**src/rtl/costas_loop_sched.sv**
```systemverilog
// costas_loop_sched: acquisition/tracking scheduler for the Costas carrier loop.
// Owns the block's CtrlPort register map, measures lock quality as the sum of
// |phase error| over fixed windows and selects loop gains / NCO restarts.
module costas_loop_sched #(
  parameter int unsigned WIN_LOG2         = 8,
  parameter int unsigned LOCK_CNT_DEFAULT = 4,
  parameter int unsigned TIMEOUT_DEFAULT  = 64
) (
  input  logic        axis_data_clk,
  input  logic        axis_data_rst,
  input  logic        m_ctrlport_req_wr,
  input  logic        m_ctrlport_req_rd,
  input  logic [19:0] m_ctrlport_req_addr,
  input  logic [31:0] m_ctrlport_req_data,
  output logic        m_ctrlport_resp_ack,
  output logic [31:0] m_ctrlport_resp_data,
  input  logic [15:0] err_tdata,
  input  logic        err_tvalid,
  output logic [15:0] loop_alpha,
  output logic [15:0] loop_beta,
  output logic        nco_reset,
  output logic        locked
);

  localparam int unsigned AccW       = 16 + WIN_LOG2;
  localparam logic [15:0] TimeoutDef = 16'(TIMEOUT_DEFAULT);
  localparam logic [7:0]  LockCntDef = 8'(LOCK_CNT_DEFAULT);

  typedef enum logic [1:0] {StIdle = 2'd0, StAcq = 2'd1, StTrack = 2'd2} state_e;

  state_e              state_q, state_d;
  logic                enable_q;
  logic [31:0]         acq_gains_q, trk_gains_q, lock_thresh_q, unlock_thresh_q;
  logic [15:0]         timeout_q;
  logic [7:0]          lock_cnt_q;
  logic [AccW-1:0]     acc_q, acc_d;
  logic [WIN_LOG2-1:0] cnt_q, cnt_d;
  logic [7:0]          good_q, good_d;
  logic [15:0]         to_q, to_d;
  logic [31:0]         last_sum_q, last_sum_d;
  logic [15:0]         relock_q, relock_d;
  logic                nco_req_q, nco_req_d;

  logic [2:0]      reg_idx;
  logic            mapped, wr_en, ctrl_wr, start, stop;
  logic [31:0]     rd_data;
  logic [15:0]     abs_err;
  logic [AccW-1:0] sum;
  logic [31:0]     sum32;
  logic [7:0]      lock_eff;
  logic [8:0]      good_nx;
  logic [15:0]     to_inc;

  assign reg_idx = m_ctrlport_req_addr[4:2];
  assign mapped  = (m_ctrlport_req_addr[19:5] == 15'd0) && (m_ctrlport_req_addr[1:0] == 2'd0);
  assign wr_en   = m_ctrlport_req_wr && mapped;
  assign ctrl_wr = wr_en && (reg_idx == 3'd0);
  // Fresh ACQ entry: enable rising, or restart while remaining enabled.
  assign start   = ctrl_wr && m_ctrlport_req_data[0] && (!enable_q || m_ctrlport_req_data[1]);
  assign stop    = ctrl_wr && !m_ctrlport_req_data[0];

  // |err| saturated so -32768 contributes 32767.
  always_comb begin
    if (!err_tdata[15])             abs_err = err_tdata;
    else if (err_tdata == 16'h8000) abs_err = 16'h7FFF;
    else                            abs_err = ~err_tdata + 16'd1;
  end

  assign sum      = acc_q + AccW'(abs_err);
  assign sum32    = 32'(sum);
  assign lock_eff = (lock_cnt_q == 8'd0) ? 8'd1 : lock_cnt_q;
  assign good_nx  = (sum32 < lock_thresh_q) ? ({1'b0, good_q} + 9'd1) : 9'd0;
  assign to_inc   = (to_q == 16'hFFFF) ? to_q : to_q + 16'd1;

  // Register read mux.
  always_comb begin
    rd_data = '0;
    case (reg_idx)
      3'd0: rd_data = {31'd0, enable_q};
      3'd1: rd_data = acq_gains_q;
      3'd2: rd_data = trk_gains_q;
      3'd3: rd_data = lock_thresh_q;
      3'd4: rd_data = unlock_thresh_q;
      3'd5: rd_data = {timeout_q, 8'd0, lock_cnt_q};
      3'd6: rd_data = {relock_q, 14'd0, state_q};
      3'd7: rd_data = last_sum_q;
      default: rd_data = '0;
    endcase
  end

  // CtrlPort register writes and one-cycle response.
  always_ff @(posedge axis_data_clk or posedge axis_data_rst) begin
    if (axis_data_rst) begin
      enable_q             <= 1'b0;
      acq_gains_q          <= 32'h4000_0400;
      trk_gains_q          <= 32'h1000_0040;
      lock_thresh_q        <= 32'h0000_2000;
      unlock_thresh_q      <= 32'h0000_8000;
      timeout_q            <= TimeoutDef;
      lock_cnt_q           <= LockCntDef;
      m_ctrlport_resp_ack  <= 1'b0;
      m_ctrlport_resp_data <= 32'd0;
    end else begin
      m_ctrlport_resp_ack  <= (m_ctrlport_req_wr || m_ctrlport_req_rd) && mapped;
      m_ctrlport_resp_data <= (m_ctrlport_req_rd && mapped) ? rd_data : 32'd0;
      if (wr_en) begin
        case (reg_idx)
          3'd0: enable_q        <= m_ctrlport_req_data[0];
          3'd1: acq_gains_q     <= m_ctrlport_req_data;
          3'd2: trk_gains_q     <= m_ctrlport_req_data;
          3'd3: lock_thresh_q   <= m_ctrlport_req_data;
          3'd4: unlock_thresh_q <= m_ctrlport_req_data;
          3'd5: begin
            timeout_q  <= m_ctrlport_req_data[31:16];
            lock_cnt_q <= m_ctrlport_req_data[7:0];
          end
          default: ;
        endcase
      end
    end
  end

  // Next state: CTRL events win over window evaluation on the same cycle.
  always_comb begin
    state_d    = state_q;
    acc_d      = acc_q;
    cnt_d      = cnt_q;
    good_d     = good_q;
    to_d       = to_q;
    last_sum_d = last_sum_q;
    relock_d   = relock_q;
    nco_req_d  = 1'b0;
    if (stop || start) begin
      state_d   = stop ? StIdle : StAcq;
      nco_req_d = start;
      acc_d     = '0;
      cnt_d     = '0;
      good_d    = '0;
      to_d      = '0;
    end else if (state_q != StIdle && err_tvalid) begin
      acc_d = sum;
      cnt_d = cnt_q + 1'b1;
      if (cnt_q == '1) begin
        acc_d      = '0;
        last_sum_d = sum32;
        unique case (state_q)
          StAcq: begin
            if (good_nx >= {1'b0, lock_eff}) begin
              state_d = StTrack;
              good_d  = '0;
              to_d    = '0;
            end else if (timeout_q != 16'd0 && to_inc >= timeout_q) begin
              nco_req_d = 1'b1;
              good_d    = '0;
              to_d      = '0;
            end else begin
              good_d = good_nx[7:0];
              to_d   = to_inc;
            end
          end
          StTrack: begin
            if (sum32 > unlock_thresh_q) begin
              state_d  = StAcq;
              relock_d = (relock_q == 16'hFFFF) ? relock_q : relock_q + 16'd1;
              good_d   = '0;
              to_d     = '0;
            end
          end
          default: ;
        endcase
      end
    end
  end

  // Scheduler state register.
  always_ff @(posedge axis_data_clk or posedge axis_data_rst) begin
    if (axis_data_rst) begin
      state_q    <= StIdle;
      acc_q      <= '0;
      cnt_q      <= '0;
      good_q     <= '0;
      to_q       <= '0;
      last_sum_q <= '0;
      relock_q   <= '0;
      nco_req_q  <= 1'b0;
    end else begin
      state_q    <= state_d;
      acc_q      <= acc_d;
      cnt_q      <= cnt_d;
      good_q     <= good_d;
      to_q       <= to_d;
      last_sum_q <= last_sum_d;
      relock_q   <= relock_d;
      nco_req_q  <= nco_req_d;
    end
  end

  // Registered loop controls, one cycle behind state and registers.
  always_ff @(posedge axis_data_clk or posedge axis_data_rst) begin
    if (axis_data_rst) begin
      loop_alpha <= 16'd0;
      loop_beta  <= 16'd0;
      nco_reset  <= 1'b0;
      locked     <= 1'b0;
    end else begin
      nco_reset <= nco_req_q;
      locked    <= (state_q == StTrack);
      case (state_q)
        StAcq: begin
          loop_alpha <= acq_gains_q[31:16];
          loop_beta  <= acq_gains_q[15:0];
        end
        StTrack: begin
          loop_alpha <= trk_gains_q[31:16];
          loop_beta  <= trk_gains_q[15:0];
        end
        default: begin
          loop_alpha <= 16'd0;
          loop_beta  <= 16'd0;
        end
      endcase
    end
  end

endmodule

```
**config.mk**
```make
export PLATFORM = sky130hd
export DESIGN_NAME = costas_loop_sched
export DESIGN_NICKNAME = d
export VERILOG_FILES = /design/src/rtl/costas_loop_sched.sv
export SDC_FILE = /design/constraint.sdc
export NUM_CORES = 1
export LEC_CHECK = 0
export BUFFER_PORTS_ARGS = -buffer_cell sky130_fd_sc_hd__buf_2
export CORE_MARGIN = 2
export CORE_UTILIZATION = 25
export CTS_BUF_LIST = sky130_fd_sc_hd__clkbuf_4
export DETAILED_ROUTE_END_ITERATION = 10
export PLACE_DENSITY_LB_ADDON = 0.3
export SYNTH_ARGS = -nofsm -noshare
export SYNTH_HDL_FRONTEND = slang
export SYNTH_SLANG_ARGS = --single-unit
export TNS_END_PERCENT = 30
```
**constraint.sdc**
```tcl
create_clock -name axis_data_clk -period 21.6 [get_ports axis_data_clk]
set_input_delay 4.32 -clock axis_data_clk [delete_from_list [all_inputs] [get_ports axis_data_clk]]
set_output_delay 4.32 -clock axis_data_clk [all_outputs]
set_load 0.005 [all_outputs]
```
# --- Word-level counts from Yosys, hierarchy flattened ---
# Cells that the tools add are included.
totals:
  ff_bits: 319
  latch_bits: 0
  mem_bits_rw: 0
  romBits: 0
  in_bits: 73
  out_inout_bits: 67
  word_cells: 124
  n_memories: 0
op_classes:
  addsub: 6
  multipliers: 0
  div_mod_pow: 0
  order_cmp: 4
  n_eq_ne: 15
  n_shift: 0
  n_mux: 41
  n_bitwise: 3
  n_reduce_logical: 34
op_table:
  columns: ["operator", "count"]
  rows:
  - ["$pmux 32 s8", 1]
  - ["$mux 16", 9]
  - ["$pmux 16 s2", 3]
  - ["$mux 24", 3]
  - ["$mux 8", 9]
  - ["$add 16x1->16 const B", 3]
  - ["$eq 16x16->1 const B", 3]
  - ["$gt 24x32->1", 1]
  - ["$lt 24x32->1", 1]
  - ["$mux 32", 1]
  - ["$add 24x16->24", 1]
  - ["$ge 16x16->1", 1]
  - ["$not 16->16", 1]
  - ["$pmux 8 s2", 1]
  - ["$reduce_bool 16->1", 1]
  - ["$logic_not 15->1", 1]
  - ["$eq 3x3->1 const B", 4]
  - ["$reduce_and 2->1", 6]
  - ["$logic_and 1x1->1", 10]
  - ["$mux 2", 5]
  - ["$add 8x1->9 const B", 1]
  - ["$ge 9x8->1", 1]
  - ["$mux 9", 1]
  - ["$add 8x1->8 const B", 1]
  - ["20 further kinds", 34]

# --- Logic depth before layout (Yosys ltp) ---
# Gate-level depths: netlist of run 1.
logic_depth:
  depth_word: 13
  depth_mapped: 33
  ltp_nobuf: 32

# --- Worst setup path after synthesis of run 1 ---
# OpenSTA, ideal clock, no wires.
synth_timing:
  kind: "in2reg"
  start: "input err_tdata[5]"
  end: "register to_q[13]"
  t_arrival_ns: 10.833
  setup_slack_ns: 10.701
  stages: 30
  path_cell_list: "nor4_1 > nand2b_1 > or4_1 > clkbuf_1 > or3_1 > buf_2 > nand2_1 > ha_1 > a2111o_1 > o22a_2 > a2111oi_4 > nor3b_1 > xor2_1 > ha_1 > a211o_1 > a21oi_1 > and3_1 > a41oi_1 > a21oi_1 > nor2_1 > or2_2 > ha_1 > nand2b_1 > a31oi_1 > o21ai_0 > o31ai_1 > o2111ai_1 > nor3_2 > buf_2 > a22o_1"
synth_via:
  elab_chain_len: 13
  word_cells_on_any_way: 17
  cone_classes: "add/sub (2); order compare (3); eq/ne (2); mux (8); bitwise (1); reduce/logical (1)"
synth_lines:
  columns: ["item", "line", "source"]
  rows:
  - ["start: declaration", "17", "input logic [15:0] err_tdata,"]
  - ["$not 16->16", "66", "else abs_err = ~err_tdata + 16'd1;"]
  - ["$add 16x1->16", "66", null]
  - ["$mux 16", "65", "else if (err_tdata == 16'h8000) abs_err = 16'h7FFF;"]
  - ["$mux 16 (*)", "64", "if (!err_tdata[15]) abs_err = err_tdata;"]
  - ["$add 24x16->24 (*)", "69", "assign sum = acc_q + AccW'(abs_err);"]
  - ["net sum[17]", "48", "logic [AccW-1:0] sum;"]
  - ["$lt 24x32->1", "72", "assign good_nx = (sum32 < lock_thresh_q) ? ({1'b0, good_q} + 9'd1) : 9'd0;"]
  - ["$mux 9", "72", null]
  - ["$ge 9x8->1", "148", "if (good_nx >= {1'b0, lock_eff}) begin"]
  - ["$mux 16", "148", null]
  - ["$pmux 16 s2", "146", "unique case (state_q)"]
  - ["$mux 16", "143", "if (cnt_q == '1) begin"]
  - ["$mux 16", "140", "end else if (state_q != StIdle && err_tvalid) begin"]
  - ["$mux 16", "133", "if (stop || start) begin"]
  - ["end signal: assignment", "191", "to_q <= to_d;"]
  - ["end: declaration", "39", "logic [15:0] to_q, to_d;"]
# The timed path passes the listed nets; every way through them passes the cells marked *. The select of a mux whose other input is x is not followed.
# A chain may end at the register's enable or synchronous reset.

# --- Worst setup path after layout of run 1 ---
layout_timing:
  start: "input err_tdata[5]"
  end: "register to_q[8]"
# The elaborated chain is that of the path after synthesis.

==> reports/metrics.cfg, run 1 <==
[worst_setup_path]
r2r_slack_ns=14.79
r2r_end=to_q[8]
path_max_fanout=18
reg2regPathDepth=26
crit_type=in2reg
slowest_delay_ns=0.53
worstSetupStartpointType=input pin
worst_ep_arrival_time_ns=12.64
required_ns=22.34
path_common_cell=a21oi_1
cp_slowest_cell=or3_1
r2r-start=acc_q[0]
end_kind=register

[sta]
fin_crit_ns=11.90
finClkSkew_ns=0.0496
setup_viol=0
maxSlewViolCount=0
tightest_slew_ns=1.31
slew_headroom_pct=12.9
setup_tns_ns=0
fmax_ghz=0.0841
rsz0062_at_grt=false
hold_viol=0
fin_crit_sh_pct=55.1

[layout]
multi_input_area_sq_mm=0.00814
fin_nets=1970
n_fill_cell=7089
ff_latch_area_sq_mm=0.00799
area_growth_pct=17.1
drive_above_1_share_pct=23.9
final_cells=2752

[route]
routed_wl_um=55400
drt_iter0_drc=857
drc=0
post_drt_wl_per_cell_um=20.1
avgViaCountPerCell=4.95
vias=13611
first_pass_iters=5
ant_nets=0

[clock_network]
clockBufferDepth=3
cts.reportedPaths.clkPinSlew_ns=0.07
root_buffer=clkbuf_4
ctsResizeCount=0
numCtsBuffers=89
cts_tree=done
worstSkewPairLatency_ns=0.84
h-tree-depth=3
post_cts_buffers=0
cts_sinks=319
cts-hold-fix-buffers=0

[floorplanning]
die_w_um=263
die_area_sq_mm=0.0693
rows=95
ioPinCount=140
coreArea_sq_mm=0.0668
start_util_pct=25.1
die_height_um=263

[global_route]
grt_remaining_overflow=0
grt_antenna_before_repair=7
grt_start_max_net_pins=132
track_usage_pct=16.1
grt_pass1_wl_um=85000
grt.met2_usage_pct=25.7
busiest_layer=met2
grt_util_met3_pct=3.78
use_met1_pct=21.0
grt_pass1_vias=13850

[synth]
synth_nets=1800
postSynth.asyncResetShare_pct=100
seq_area_frac_synth_pct=47.6
netlist_top_cells_area=dfrtp_1 46%, ha_1 7.1%, mux2_2 6.6%, a22oi_1 4.2%, nand2_1 4.0%
synth_top_area_cell=dfrtp_1
yosys.area.top_type_share_pct=46.3
synthFlopType=dfrtp_1
yosys_warnings=0
yosys.cell_types.count=74
syn_area_sq_mm=0.0168
synth_edf_count=0
syn_area_per_cell_sq_um=10.3
yosys-top-cells-count=311 x dfrtp_1, 177 x nand2_1, 115 x o21ai_0, 99 x mux2_2
synth_seq_cells=319
yosysMostFrequentCell=dfrtp_1
syn-instance-count=1631

[place]
place_inst=2583
portBuffers=139
place_congestion=0.860
place_hpwl_um=38700

[worst_hold_path]
hold-path-cell-count=2
min_from=last_sum_q[14]
whs_endpoint=last_sum_q[14]
min_path_type=reg2reg

[flow_run]
max_cap_viol_count=0

[pwr]
ir_drop_mv=0.0383
power_density_mw_per_mm2=80.7
power_leakage_nw=9.64

[run_status]
status=completed

==> worst max-delay path: cells and delay by family <==
kind	cells	cell delay, ns
AO/OA/AOI/OAI	14	3.29
XOR/XNOR	1	0.33
AND/OR/NAND/NOR	11	3.29
buffers and inverters	2	0.45
adder cells (fa/ha/maj)	3	0.90
==> per-stage QoR <==
step	util [%]	power (mW)	hold WS, ns	area [sq um]	setup WS, ns
2_1_floorplan	-	0.892	0.331	16800	8.47
5_1_grt	29.4	1.69	0.493	19700	9.04
4_1_cts	29.4	1.61	0.480	19700	9.85
6_report	29.4	1.59	0.475	19700	9.70
3_3_place_gp	27.6	0.987	0.451	18400	9.33
3_5_place_dp	27.6	0.993	0.443	18400	8.96
==> power breakdown <==
group | total (mW) | switching, mW | internal [mW]
registers | 0.638 | 0.0177 | 0.620
clock network | 0.601 | 0.279 | 0.321
logic | 0.348 | 0.218 | 0.130
total | 1.59 | 0.515 | 1.07
==> sequential cells by signal, summed over array words and instances, names as in the netlist, 2 cells and up <==
name                  cells
acc_q                    24
last_sum_q               24
to_q                     16
relock_q                 16
good_q                    8
cnt_q                     8
trk_gains_q              32
loop_alpha               16
unlock_thresh_q          32
lock_cnt_q                8
acq_gains_q              32
loop_beta                16
lock_thresh_q            32
state_q                   2
timeout_q                16
m_ctrlport_resp_data     32
==> layer usage <==
metal / vias up / part of all wire (%)
li1: 6278 / -
met1: 6815 / 44
met2: 417 / 46
met3: 91 / 6.5
met4: 10 / 2.8
met5: - / 0.099
==> layout by cell type (no fill, tap or decap), drive strengths merged, types with 3 or more instances in the layout <==
cell type,count
nand3,42
xor2,32
o211ai,4
o21ai,115
and4,4
and3,18
a21oi,51
a31oi,25
o2111a,3
o21a,9
mux2,103
clkinv,21
nor2b,44
and2,4
a211oi,14
buf,160
a22o,35
nor4,17
nor2,68
nor3b,4
a221oi,12
a22oi,95
dfstp,8
or3,4
and3b,3
inv,97
or2,6
dfrtp,311
nand4,24
o31ai,9
nand2,177
o21bai,4
nor3,18
xnor2,39
ha,95
clkbuf,141
a21o,16
mux2i,9
nand2b,6
==> area by class of cell <==
type                            count  area share (%)
Antenna cell                        2          0.0254
Clock buffer                      141            5.38
Clock inverter                     26           0.859
Inverter                           95            1.85
Multi-Input combinational cell   1136            41.4
Sequential cell                   319            40.6
Tap cell                          873            5.55
Timing Repair Buffer              160            4.34
==> how the worst max path moves through the flow <==
stage	startpoint	endpoint	slack, ns	cells after the start
after global routing	err_tdata[5]	to_q[8]	9.04	31
after global placement	err_tdata[5]	to_q[8]	9.33	31
after floorplan	axis_data_rst	acc_q[0]	8.47	1
after CTS	err_tdata[5]	to_q[8]	9.85	31
after detailed placement	err_tdata[5]	to_q[0]	8.96	31
final	err_tdata[5]	to_q[8]	9.70	31
==> logic make-up after synthesis <==
group                    share of synthesized area (%)
flip-flops                                        47.6
XOR/XNOR                                          3.70
buffers and inverters                             4.06
multiplexers                                      7.71
adder cells (fa/ha/maj)                           7.20
AO/OA/AOI/OAI                                     16.5
AND/OR/NAND/NOR                                   13.2
No activity file was read; power rests on OpenSTA's default activity.
==> inputs of run 2 (changes only) <==
- clock period: 21.6 -> 10.1 ns (I/O delays scaled with it)
==> run 2 against run 1 <==
  * Die area unchanged
  * Sequential cell count unchanged
  * Worst setup slack worse by 8.9 ns
  * Largest cell class unchanged
  * Final cell count increased by 0.18%
  * Worst hold slack worse by 0.098 ns
  * Clock power increased by 100%
  * Power grew 120%
  * Via count shrank 0.34%
  * Count of clock-buffer cells in the layout is 4 higher
  * Clock skew increased by 0.0072 ns
  * Register-to-register slack worse by 11 ns
  * Critical path depth did not move
==> reports/metrics.cfg, run 2 (synthesis results as in run 1) <==
[run_status]
status=completed

[floorplanning]
die_height_um=263
coreArea_sq_mm=0.0668
die_w_um=263
start_util_pct=25.1
die_area_sq_mm=0.0693
rows=95
ioPinCount=140

[route]
routed_wl_um=55400
first_pass_iters=5
drt_iter0_drc=940
drc=0
post_drt_wl_per_cell_um=20.1
avgViaCountPerCell=4.92
vias=13565
ant_nets=0

[worst_hold_path]
min_path_type=reg2reg
hold-path-cell-count=0
min_from=nco_req_q
whs_endpoint=nco_reset

[sta]
holdWs_ns=0.377
fmax_ghz=0.108
tightest_slew_ns=1.20
setup_viol=0
hold_viol=0
fin_crit_sh_pct=92.0
maxSlewViolCount=0
rsz0062_at_grt=false
fin_crit_ns=9.29
slew_headroom_pct=19.9
finClkSkew_ns=0.0568

[worst_setup_path]
slowest_delay_ns=0.53
r2r_slack_ns=3.58
worst_ep_arrival_time_ns=10.04
end_kind=register
required_ns=10.85
reg2regPathDepth=27
r2r_end=good_q[0]
cp_slowest_cell=or3_1
crit_type=in2reg
r2r-start=acc_q[0]
worstSetupStartpointType=input pin
path_max_fanout=26

[clock_network]
post_cts_buffers=0
cts.reportedPaths.clkPinSlew_ns=0.06
numCtsBuffers=91
h-tree-depth=3
cts_sinks=319
ctsResizeCount=0
worstSkewPairLatency_ns=0.85
root_buffer=clkbuf_4
clockBufferDepth=3
cts_tree=done
cts-hold-fix-buffers=0

[place]
post_dp_cell_area_sq_mm=0.0185
portBuffers=139
place_inst=2590
place_congestion=0.846
place_hpwl_um=38700

[global_route]
track_usage_pct=16.1
grt_pass1_vias=13893
grt_remaining_overflow=0
grt_antenna_before_repair=10
grt_start_max_net_pins=183
grt_pass1_wl_um=85500

[layout]
n_fill_cell=7087
area_growth_pct=17.2
post-route-util_pct=29.5
final_cell_mix=311 x dfrtp_1, 177 x nand2_1, 145 x clkbuf_4, 139 x buf_2, 115 x o21ai_0
design_area_sq_mm=0.0197
fin_nets=1979
drive_above_1_share_pct=24.3
final_cells=2757
final_common_cell=dfrtp_1

[pwr]
ir_drop_mv=0.0870
power_leakage_nw=9.66
power_density_mw_per_mm2=173

[flow_run]
max_cap_viol_count=0

==> run 2: changes by cell type in the layout (fill, tap and decap cells not counted) <==
cell       delta
buf_4         +6
buf_12        +1
inv_8         -1
bufinv_16     -2
clkinv_1      -3
clkinv_2      -3
clkbuf_4      +4
inv_6         -1
inv_2         +2
clkinv_4      +2
==> run 2: report_power, final <==
part           switching, mW  internal [mW]  total, mW
registers             0.0398           1.33       1.37
clock network          0.586          0.649       1.23
logic                  0.497          0.316      0.813
total                   1.12           2.29       3.41
==> run 2: per-layer routing <==
metal | global-route usage, % | wire length (um)
met2 | 25.4 | 25400
met3 | 4.39 | 3420
met1 | 20.9 | 25000
met4 | 6.36 | 1580
met5 | 0 | 99
==> run 2: worst max-delay path by stage <==
| stage | from | end | slack (ns) | cells past startpoint |
|---|---|---|---|---|
| global route | err_tdata[5] | good_q[0] | 0.004 | 31 |
| CTS | err_tdata[5] | good_q[0] | 0.89 | 31 |
| finish | err_tdata[5] | good_q[0] | 0.81 | 31 |
| global placement | err_tdata[5] | to_q[8] | 0.31 | 31 |
| detailed placement | err_tdata[5] | good_q[0] | -0.04 | 31 |
| floorplan | err_tdata[5] | to_q[13] | 1.50 | 30 |
==> run 2: area by class of cell <==
cell class,count,area (sq um),area share (%)
Clock buffer,145,1090,5.53
Clock inverter,20,91.3,0.464
Sequential cell,319,7990,40.6
Antenna cell,2,5.00,0.0254
Tap cell,873,1090,5.55
Multi-Input combinational cell,1136,8140,41.3
Inverter,95,360,1.83
Timing Repair Buffer,167,918,4.67
==> run 2: stage by stage <==
step | total power [mW] | setup TNS [ns] | setup slack [ns]
floorplan | 1.91 | 0 | 1.50
global placement | 2.17 | 0 | 0.308
detailed placement | 2.19 | -0.0358 | -0.0358
CTS | 3.46 | 0 | 0.894
global route | 3.64 | 0 | 0.00440
finish | 3.41 | 0 | 0.808
==> run 2: critical path, delay by kind of cell <==
kind	cells	cell delay, ns
buf+inv	2	0.44
simple gates	11	2.94
compound gates	14	3.43
fa+ha+maj	3	0.91
xor+xnor	1	0.27
==> inputs of run 3 (changes only) <==
- CORE_UTILIZATION: 25 -> 55
==> run 3 against run 2 <==
  * Utilization is 34 points higher
  * Register-to-register slack better by 0.24 ns
  * Critical path depth is the same
  * Non-clock buffer count is 7 lower
  * Largest cell class unchanged
  * Final cell count is 18% lower
  * Critical path type unchanged
  * Global-route usage increased by 14 points
  * Largest power group unchanged
  * Die area down 54%
  * Routed wire length is 15% lower
  * Highest routed layer is now met4
  * Critical endpoint unchanged
==> reports/metrics.cfg, run 3 (synthesis results as in run 1) <==
[worst_setup_path]
required_ns=10.69
worstSetupStartpointType=input pin
slowest_delay_ns=0.53
crit_buf_inv=2
path_max_fanout=26
r2r_slack_ns=3.82
critical-path-top-delay-family=compound AO/OA/AOI/OAI gates
crit_type=in2reg
end_kind=register
worst_ep_arrival_time_ns=9.70
cp_slowest_cell=or3_1

[sta]
setup_viol=0
rsz0062_at_grt=false
hold_viol=0
layout_setup_ws_ns=0.990
slew_headroom_pct=14.4
tightest_slew_ns=1.28
fin_crit_ns=9.11
finClkSkew_ns=0.0764
holdWs_ns=0.421
setup_tns_ns=0
fin_crit_sh_pct=90.2
maxSlewViolCount=0
fmax_ghz=0.110

[floorplanning]
die_area_sq_mm=0.0319
ioPinCount=140
die_w_um=179
die_height_um=179
start_util_pct=56.2
rows=63
coreArea_sq_mm=0.0299

[layout]
fin_nets=1964
n_fill_cell=2466
ff_latch_area_sq_mm=0.00799
area_growth_pct=12.9
final_common_cell=dfrtp_1
final_cell_mix=311 x dfrtp_1, 177 x nand2_1, 139 x buf_2, 133 x clkbuf_4, 115 x o21ai_0
design_area_sq_mm=0.0190
multi_input_area_sq_mm=0.00813
drive_above_1_share_pct=23.5

[global_route]
grt_pass1_wl_um=73200
grt_start_max_net_pins=185
grt_remaining_overflow=0
grt_antenna_before_repair=1
track_usage_pct=29.7
grt_pass1_vias=13217

[place]
place_congestion=0.895
post_dp_cell_area_sq_mm=0.0178
place_hpwl_um=32700
portBuffers=139
dpl_worst_slack_ns=0.231

[clock_network]
cts.reportedPaths.clkPinSlew_ns=0.07
clockBufferDepth=3
post_cts_buffers=0
root_buffer=clkbuf_4
numCtsBuffers=83
cts_tree=done
ctsResizeCount=0
h-tree-depth=3
cts-hold-fix-buffers=0
cts_sinks=319
worstSkewPairLatency_ns=0.74

[route]
vias=13873
avgViaCountPerCell=6.15
drt_iter0_drc=1411
first_pass_iters=5
ant_nets=0
routed_wl_um=47100
drc=0
post_drt_wl_per_cell_um=20.9

[worst_hold_path]
min_path_type=reg2reg

[flow_run]
max_cap_viol_count=0

[pwr]
finalPower_mw=3.33
ir_drop_mv=0.107
power_leakage_nw=9.58
power_density_mw_per_mm2=176

[run_status]
status=completed

[run 3: final timing paths]
kind / start / to / depth (start not counted)
worst max-delay path: err_tdata[5] / good_q[0] / 31
worst min-delay path: nco_req_q / nco_reset / 0
worst max register to register: acc_q[6] / good_q[0] / 24
worst min register to register: nco_req_q / nco_reset / 0
max in group asynchronous: axis_data_rst / to_q[3] / 4
min in group asynchronous: axis_data_rst / acq_gains_q[9] / 3
[run 3: layout make-up]
cell class	instances	share of cell area [%]
multi-input combinational	1136	42.9
sequential	319	42.2
clock buffer	133	5.27
timing repair buffer	160	4.57
tap	390	2.57
inverter	95	1.90
clock inverter	20	0.640
antenna	1	0.0132
[run 3: power breakdown]
part	internal, mW	leakage, nW	switching [mW]
clock	0.625	0.664	0.547
sequential	1.33	4.04	0.0383
combinational	0.310	4.88	0.488
total	2.26	9.58	1.07
[run 3: stage by stage]
stage          util, %  instances
6_report          63.5       2254
5_1_grt           63.5       2254
4_1_cts           63.5       2253
3_5_place_dp      59.7       2100
3_3_place_gp      59.7       2100
2_1_floorplan        -       1631
[run 3: layer usage]
metal / vias up / GRT usage, % / part of all wire [%]
met5: - / 0 / 0
met4: 0 / 8.16 / 1.9
met3: 93 / 6.57 / 10
met2: 714 / 45.0 / 45
met1: 6811 / 43.2 / 43
li1: 6255 / - / -
